## config.mk

```make
export PLATFORM = sky130hd
export DESIGN_NAME = svf_sequencer_flat
export DESIGN_NICKNAME = d
export VERILOG_FILES = /design/src/rtl/svf_sequencer_if.sv /design/src/rtl/svf_sequencer.sv /design/src/flat_wrapper.sv
export SDC_FILE = /design/constraint.sdc
export NUM_CORES = 1
export LEC_CHECK = 0
export BUFFER_PORTS_ARGS = -buffer_cell sky130_fd_sc_hd__buf_4
export CAP_MARGIN = 20
export CELL_PAD_IN_SITES_DETAIL_PLACEMENT = 0
export CELL_PAD_IN_SITES_GLOBAL_PLACEMENT = 1
export CORE_MARGIN = 2
export CORE_UTILIZATION = 42
export CTS_BUF_LIST = sky130_fd_sc_hd__clkbuf_8 sky130_fd_sc_hd__clkbuf_16
export DETAILED_ROUTE_END_ITERATION = 8
export PLACE_DENSITY_LB_ADDON = 0.2
export SETUP_SLACK_MARGIN = 0.3
export SYNTH_ARGS = -nofsm -noshare
export SYNTH_HDL_FRONTEND = slang
export SYNTH_SLANG_ARGS = --single-unit
```

## constraint.sdc

```tcl
create_clock -name clk -period 1.8 [get_ports clk]
set_clock_uncertainty 0.05 [all_clocks]
set_input_delay 0.09 -clock clk [delete_from_list [all_inputs] [get_ports clk]]
set_output_delay 0.09 -clock clk [all_outputs]
set_load 0.01 [all_outputs]
```

## src/rtl/svf_sequencer_if.sv

```systemverilog
// Request/return handshake between the sequencer and the shared multiplier.
interface svf_sequencer_if #(
  parameter int unsigned CHANNELS = 4,
  parameter int unsigned OPS      = 5
);
  localparam int unsigned CH_W = (CHANNELS > 1) ? $clog2(CHANNELS) : 1;
  localparam int unsigned ST_W = (OPS > 1) ? $clog2(OPS) : 1;

  logic            op_valid;
  logic            op_ready;
  logic [CH_W-1:0] op_ch;
  logic [ST_W-1:0] op_step;
  logic            res_valid;

  modport master (output op_valid, op_ch, op_step, input op_ready, res_valid);
  modport slave  (input op_valid, op_ch, op_step, output op_ready, res_valid);
endinterface

```

## src/rtl/svf_sequencer.sv

```systemverilog
// Sequences CHANNELS x OPS multiply steps through one shared multiplier per
// sample_clk rising edge, then pulses commit so all lanes update together.
module svf_sequencer #(
  parameter int unsigned CHANNELS = 4,
  parameter int unsigned OPS      = 5,
  parameter int unsigned TIMEOUT  = 64
) (
  input  logic              clk,
  input  logic              rst,
  input  logic              sample_clk,
  svf_sequencer_if.master   bus,
  output logic              busy,
  output logic              commit,
  output logic              overrun,
  output logic              timeout_err
);
  localparam int unsigned CH_W  = (CHANNELS > 1) ? $clog2(CHANNELS) : 1;
  localparam int unsigned ST_W  = (OPS > 1) ? $clog2(OPS) : 1;
  localparam int unsigned CNT_W = $clog2(TIMEOUT);

  typedef enum logic [1:0] {IDLE, ISSUE, WAIT, COMMIT} state_t;

  state_t           state;
  logic             prev;
  logic             pending;
  logic [CNT_W-1:0] wait_cnt;
  logic             start_edge;
  logic             last_step;
  logic             last_ch;

  assign start_edge = sample_clk & ~prev;
  assign last_step  = (bus.op_step == ST_W'(OPS - 1));
  assign last_ch    = (bus.op_ch == CH_W'(CHANNELS - 1));

  // prev resets high so a sample_clk already high at release is not an edge.
  always_ff @(posedge clk or negedge rst) begin
    if (!rst) begin
      state        <= IDLE;
      prev         <= 1'b1;
      pending      <= 1'b0;
      wait_cnt     <= '0;
      bus.op_valid <= 1'b0;
      bus.op_ch    <= '0;
      bus.op_step  <= '0;
      busy         <= 1'b0;
      commit       <= 1'b0;
      overrun      <= 1'b0;
      timeout_err  <= 1'b0;
    end else begin
      prev   <= sample_clk;
      commit <= 1'b0;

      // One edge may be queued behind a running pass; a second one is lost.
      if (start_edge && (state != IDLE)) begin
        if (pending) overrun <= 1'b1;
        else         pending <= 1'b1;
      end

      case (state)
        IDLE: begin
          if (start_edge || pending) begin
            state        <= ISSUE;
            pending      <= 1'b0;
            busy         <= 1'b1;
            bus.op_valid <= 1'b1;
            bus.op_ch    <= '0;
            bus.op_step  <= '0;
          end
        end

        ISSUE: begin
          if (bus.op_ready) begin
            state        <= WAIT;
            bus.op_valid <= 1'b0;
            wait_cnt     <= '0;
          end
        end

        WAIT: begin
          if (bus.res_valid) begin
            if (!last_step) begin
              bus.op_step  <= bus.op_step + ST_W'(1);
              bus.op_valid <= 1'b1;
              state        <= ISSUE;
            end else if (!last_ch) begin
              bus.op_step  <= '0;
              bus.op_ch    <= bus.op_ch + CH_W'(1);
              bus.op_valid <= 1'b1;
              state        <= ISSUE;
            end else begin
              commit <= 1'b1;
              state  <= COMMIT;
            end
          end else if (wait_cnt == CNT_W'(TIMEOUT - 1)) begin
            // Abort the pass without committing partial results.
            timeout_err <= 1'b1;
            busy        <= 1'b0;
            bus.op_ch   <= '0;
            bus.op_step <= '0;
            state       <= IDLE;
          end else begin
            wait_cnt <= wait_cnt + CNT_W'(1);
          end
        end

        COMMIT: begin
          busy        <= 1'b0;
          bus.op_ch   <= '0;
          bus.op_step <= '0;
          state       <= IDLE;
        end

        default: state <= IDLE;
      endcase
    end
  end
endmodule

```

## src/flat_wrapper.sv

```systemverilog
// flat-port wrapper written by rule: the top's interface ports become plain ports
module svf_sequencer_flat 
#(
  parameter int unsigned CHANNELS = 4,
  parameter int unsigned OPS      = 5,
  parameter int unsigned TIMEOUT  = 64
)
  (clk, rst, sample_clk, busy, commit, overrun, timeout_err, bus_op_valid, bus_op_ch, bus_op_step, bus_op_ready, bus_res_valid);
  svf_sequencer_if #(.CHANNELS(CHANNELS), .OPS(OPS)) bus_i ();
  input  logic clk;
  input  logic rst;
  input  logic sample_clk;
  output logic busy;
  output logic commit;
  output logic overrun;
  output logic timeout_err;
  output wire logic [$bits(bus_i.op_valid)-1:0] bus_op_valid;
  output wire logic [$bits(bus_i.op_ch)-1:0] bus_op_ch;
  output wire logic [$bits(bus_i.op_step)-1:0] bus_op_step;
  input wire logic [$bits(bus_i.op_ready)-1:0] bus_op_ready;
  input wire logic [$bits(bus_i.res_valid)-1:0] bus_res_valid;
  assign bus_op_valid = bus_i.op_valid;
  assign bus_op_ch = bus_i.op_ch;
  assign bus_op_step = bus_i.op_step;
  assign bus_i.op_ready = bus_op_ready;
  assign bus_i.res_valid = bus_res_valid;
  svf_sequencer #(.CHANNELS(CHANNELS), .OPS(OPS), .TIMEOUT(TIMEOUT)) u_core (.clk(clk), .rst(rst), .sample_clk(sample_clk), .bus(bus_i), .busy(busy), .commit(commit), .overrun(overrun), .timeout_err(timeout_err));
endmodule
```

==> results.yml <==
run_status:
  status: "finished clean"
power_and_ir_drop:
  p_seq_share_pct: 40.1
  ir_drop_mv: 0.728
  comb_power_share_pct: 39.4
  p_sw_uw: 615
  power.leakage_uw: 0.000645
  intPower_uw: 1080
  switching_share_pct: 36.3
  p_clk_share_pct: 20.5
  p_total_uw: 1690
  p_per_area_nw_per_um2: 1220
sta:
  fin_crit_ns: 1.44
  fin_ws_ns: 0.364
  slew_headroom_pct: 79.1
  period_share_pct: 79.8
  tightest_slew_ns: 0.312
  rsz0062_at_grt: "true"
  tns_ns: 0
  drv_slew: 0
  final-setup-viol-count: 0
  hold_viol: 0
  fmax_ghz: 0.696
placed_design:
  post-dp-hpwl_um: 1640
  dp_slack_ns: 0.202
  dp_cells: 152
  port_buffers: 14
  globalplace.congestion: 0.729
run:
  max_cap_viol_count: 0
floorplanning:
  die_h_um: 54.7
  row_count: 18
  start_util_pct: 44.0
  die_area_um2: 2990
  core_area_um2: 2450
  die_w_um: 54.7
  io_pins: 15
global_routing:
  grt_pass1_vias: 875
  grt_pass1_wl_um: 3780
  antenna_found_initial: 0
  overflow: 0
  grt_usage_pct: 17.9
  grt_max_degree: 21
worst_setup_path:
  worstSetupPathType: "flip-flop to flip-flop"
  end_kind: "flip-flop"
  crit_path_cell_trace: "nand3_1, o21ai_2, o21ai_2, a22o_1"
  cpPeakStageDelay_ns: 0.54
  crit_fanout: 14
  worstPathArrival_ns: 1.53
  crit_top_cell: "o21ai_2"
  crit_required_ns: 1.90
  worstSetupStartpointType: "flip-flop"
  crit_buf_inv: 0
  crit_slowest_cell: "dfrtp_2"
  critPathTopFamily: "compound AO/OA/AOI/OAI gates"
logic_synthesis:
  ys_seq_area_share_pct: 46.5
  avgSynthCellArea_um2: 9.82
  synth-seq-cells: 20
  synth-warning-count: 0
  synth_top_area_share_pct: 44.0
  synth_cell_type_count: 43
  synthCells: 110
  yosys.area.top_type: "dfrtp_1"
  synth_area_leaders: "dfrtp_1, ha_1, inv_1, o21ai_0, a21oi_1"
  syn_area_um2: 1080
  syn-num-nets: 119
detailed_routing:
  drt-pass1-iter-count: 4
  wl_um: 2340
  viasPerCell: 5.48
  vias: 887
  ant_nets: 0
  wire_per_inst_um: 14.5
  drt_iter0_drc: 18
  drc: 0
clock_tree:
  cts_buffers: 3
  clkSinkCount: 20
  cts_max_level: 1
  cts-root-buf: "clkbuf_8"
  cts_tree: "done"
  clock_latency_ns: 0.26
  clk_pin_slew_ns: 0.07
  cts_buffer_depth: 2
layout:
  area_delta_synth_final_pct: 28.0
  stdcell_count: 162
  drive_above_1_share_pct: 35.6
  final_nets: 142
  num_antenna_cells: 0
  nFillCells: 232
hold_path:
  hold_class: "input port to flip-flop"
per-layer routing:
layer	GRT usage, %	up-vias	part of all wire [%]
met4	9.58	0	1.7
met5	0	-	0
met1	23.3	422	50
met2	28.6	15	45
met3	2.46	4	2.6
li1	-	446	-
worst register-to-register path: stages (launching register included):
cell and delay [ns]:
dfrtp_2 0.54, nand3_1 0.15, o21ai_2 0.24, o21ai_2 0.11
a22o_1 0.24
area by class of cell:
class | count | area (um2) | share of cell area, %
Tap cell | 30 | 37.5 | 2.71
Inverter | 10 | 37.5 | 2.71
Timing Repair Buffer | 21 | 163 | 11.8
Sequential cell | 20 | 504 | 36.5
Clock buffer | 4 | 55.1 | 3.98
Multi-Input combinational cell | 77 | 586 | 42.4
kinds of logic after synthesis:
| group | after synthesis | synth area share [%] |
|---|---|---|
| AOI/OAI and AO/OA | 36 | 24.6 |
| adders and majority gates | 4 | 4.64 |
| buffers and inverters | 13 | 5.68 |
| DFF | 20 | 46.5 |
| and+or+nand+nor | 37 | 18.7 |
through the flow:
stage                     cell area [um2]  utilization, %  hold slack (ns)
after global placement               1210            49.1          -0.0679
after global routing                 1380            56.3            0.146
final                                1380            56.3            0.138
after floorplan                      1080               -           -0.256
after CTS                            1300            52.9            0.137
after detailed placement             1210            49.1          -0.0642
Yosys cell counts:
| cell type | n |
|---|---|
| nor3b_1 | 1 |
| o32ai_1 | 1 |
| nand3b_2 | 1 |
| o31ai_2 | 1 |
| nor2b_1 | 1 |
| buf_2 | 1 |
| nor3_1 | 3 |
| nand3_1 | 6 |
| o21ai_2 | 1 |
| o21ai_1 | 2 |
| a22o_1 | 2 |
| a32o_1 | 1 |
| o31ai_1 | 1 |
| nand2_2 | 1 |
| a41oi_1 | 1 |
| buf_6 | 1 |
| and3b_2 | 1 |
| nor2_2 | 1 |
| a211oi_1 | 1 |
| or2_1 | 4 |
| a31oi_1 | 2 |
| nor4_1 | 1 |
| buf_4 | 1 |
| a21boi_2 | 1 |
| or2_4 | 1 |
| o311ai_1 | 1 |
| nand2_1 | 6 |
| a21o_1 | 1 |
| ha_1 | 4 |
| dfrtp_1 | 19 |
| o21ai_0 | 7 |
| a21oi_1 | 6 |
| a31o_2 | 1 |
| nand3b_1 | 1 |
| a211o_1 | 1 |
| a22o_2 | 1 |
| a2111oi_2 | 1 |
| nor2_1 | 7 |
| o22a_1 | 1 |
| a32oi_1 | 2 |
| nand2b_1 | 2 |
| dfstp_2 | 1 |
| inv_1 | 10 |
final timing paths:
kind	startpoint	end	slack, ns	depth (start not counted)
max	u_core.state[1]	u_core.bus.op_step[0]	0.36	4
min	bus_op_ready	u_core.state[0]	0.14	4
max reg2reg	u_core.state[1]	u_core.bus.op_step[0]	0.36	4
min reg2reg	u_core.timeout_err	u_core.timeout_err	0.43	1
max in group asynchronous	rst	u_core.prev	1.24	2
min in group asynchronous	rst	u_core.bus.op_ch[0]	0.19	2
flip-flops by register name (all words and copies together), names as in the netlist:
register	cells
u_core.bus.op_ch	2
u_core.bus.op_step	3
u_core.bus.op_valid	1
u_core.busy	1
u_core.commit	1
u_core.overrun	1
u_core.pending	1
u_core.prev	1
u_core.state	2
u_core.timeout_err	1
u_core.wait_cnt	6
what timing repair did:
| action | 4_1_cts | 5_1_grt |
|---|---|---|
| setup endpoints to repair | 8 | 10 |
| endpoints found under the hold margin | 21 | 0 |
| hold buffers | 2 | 0 |
| buffers inserted | 1 | 3 |
| resized for setup | 4 | 12 |
| pin swaps | 1 | 2 |
cell usage in the layout, fill, tap and decap left out, drive strengths merged, types with 2 or more instances in the layout:
| cell | netlist | layout |
|---|---|---|
| a21oi | 6 | 6 |
| a22o | 3 | 3 |
| a31oi | 2 | 2 |
| a32oi | 2 | 2 |
| buf | 3 | 19 |
| clkbuf | 0 | 4 |
| dfrtp | 19 | 19 |
| dlygate4sd3 | 0 | 2 |
| ha | 4 | 4 |
| inv | 10 | 10 |
| nand2 | 7 | 7 |
| nand2b | 2 | 2 |
| nand3 | 6 | 6 |
| nand3b | 2 | 2 |
| nor2 | 8 | 8 |
| nor3 | 3 | 3 |
| o21ai | 10 | 10 |
| o31ai | 2 | 2 |
| or2 | 5 | 5 |
power by group through the flow:
stage	registers (uW)	clock network, uW	logic [uW]
final	679	346	666
after detailed placement	678	0	540
after global routing	697	368	745
after floorplan	626	0	431
after global placement	674	0	529
after CTS	666	354	571
Note: power is estimated with default switching activity, not from simulation.
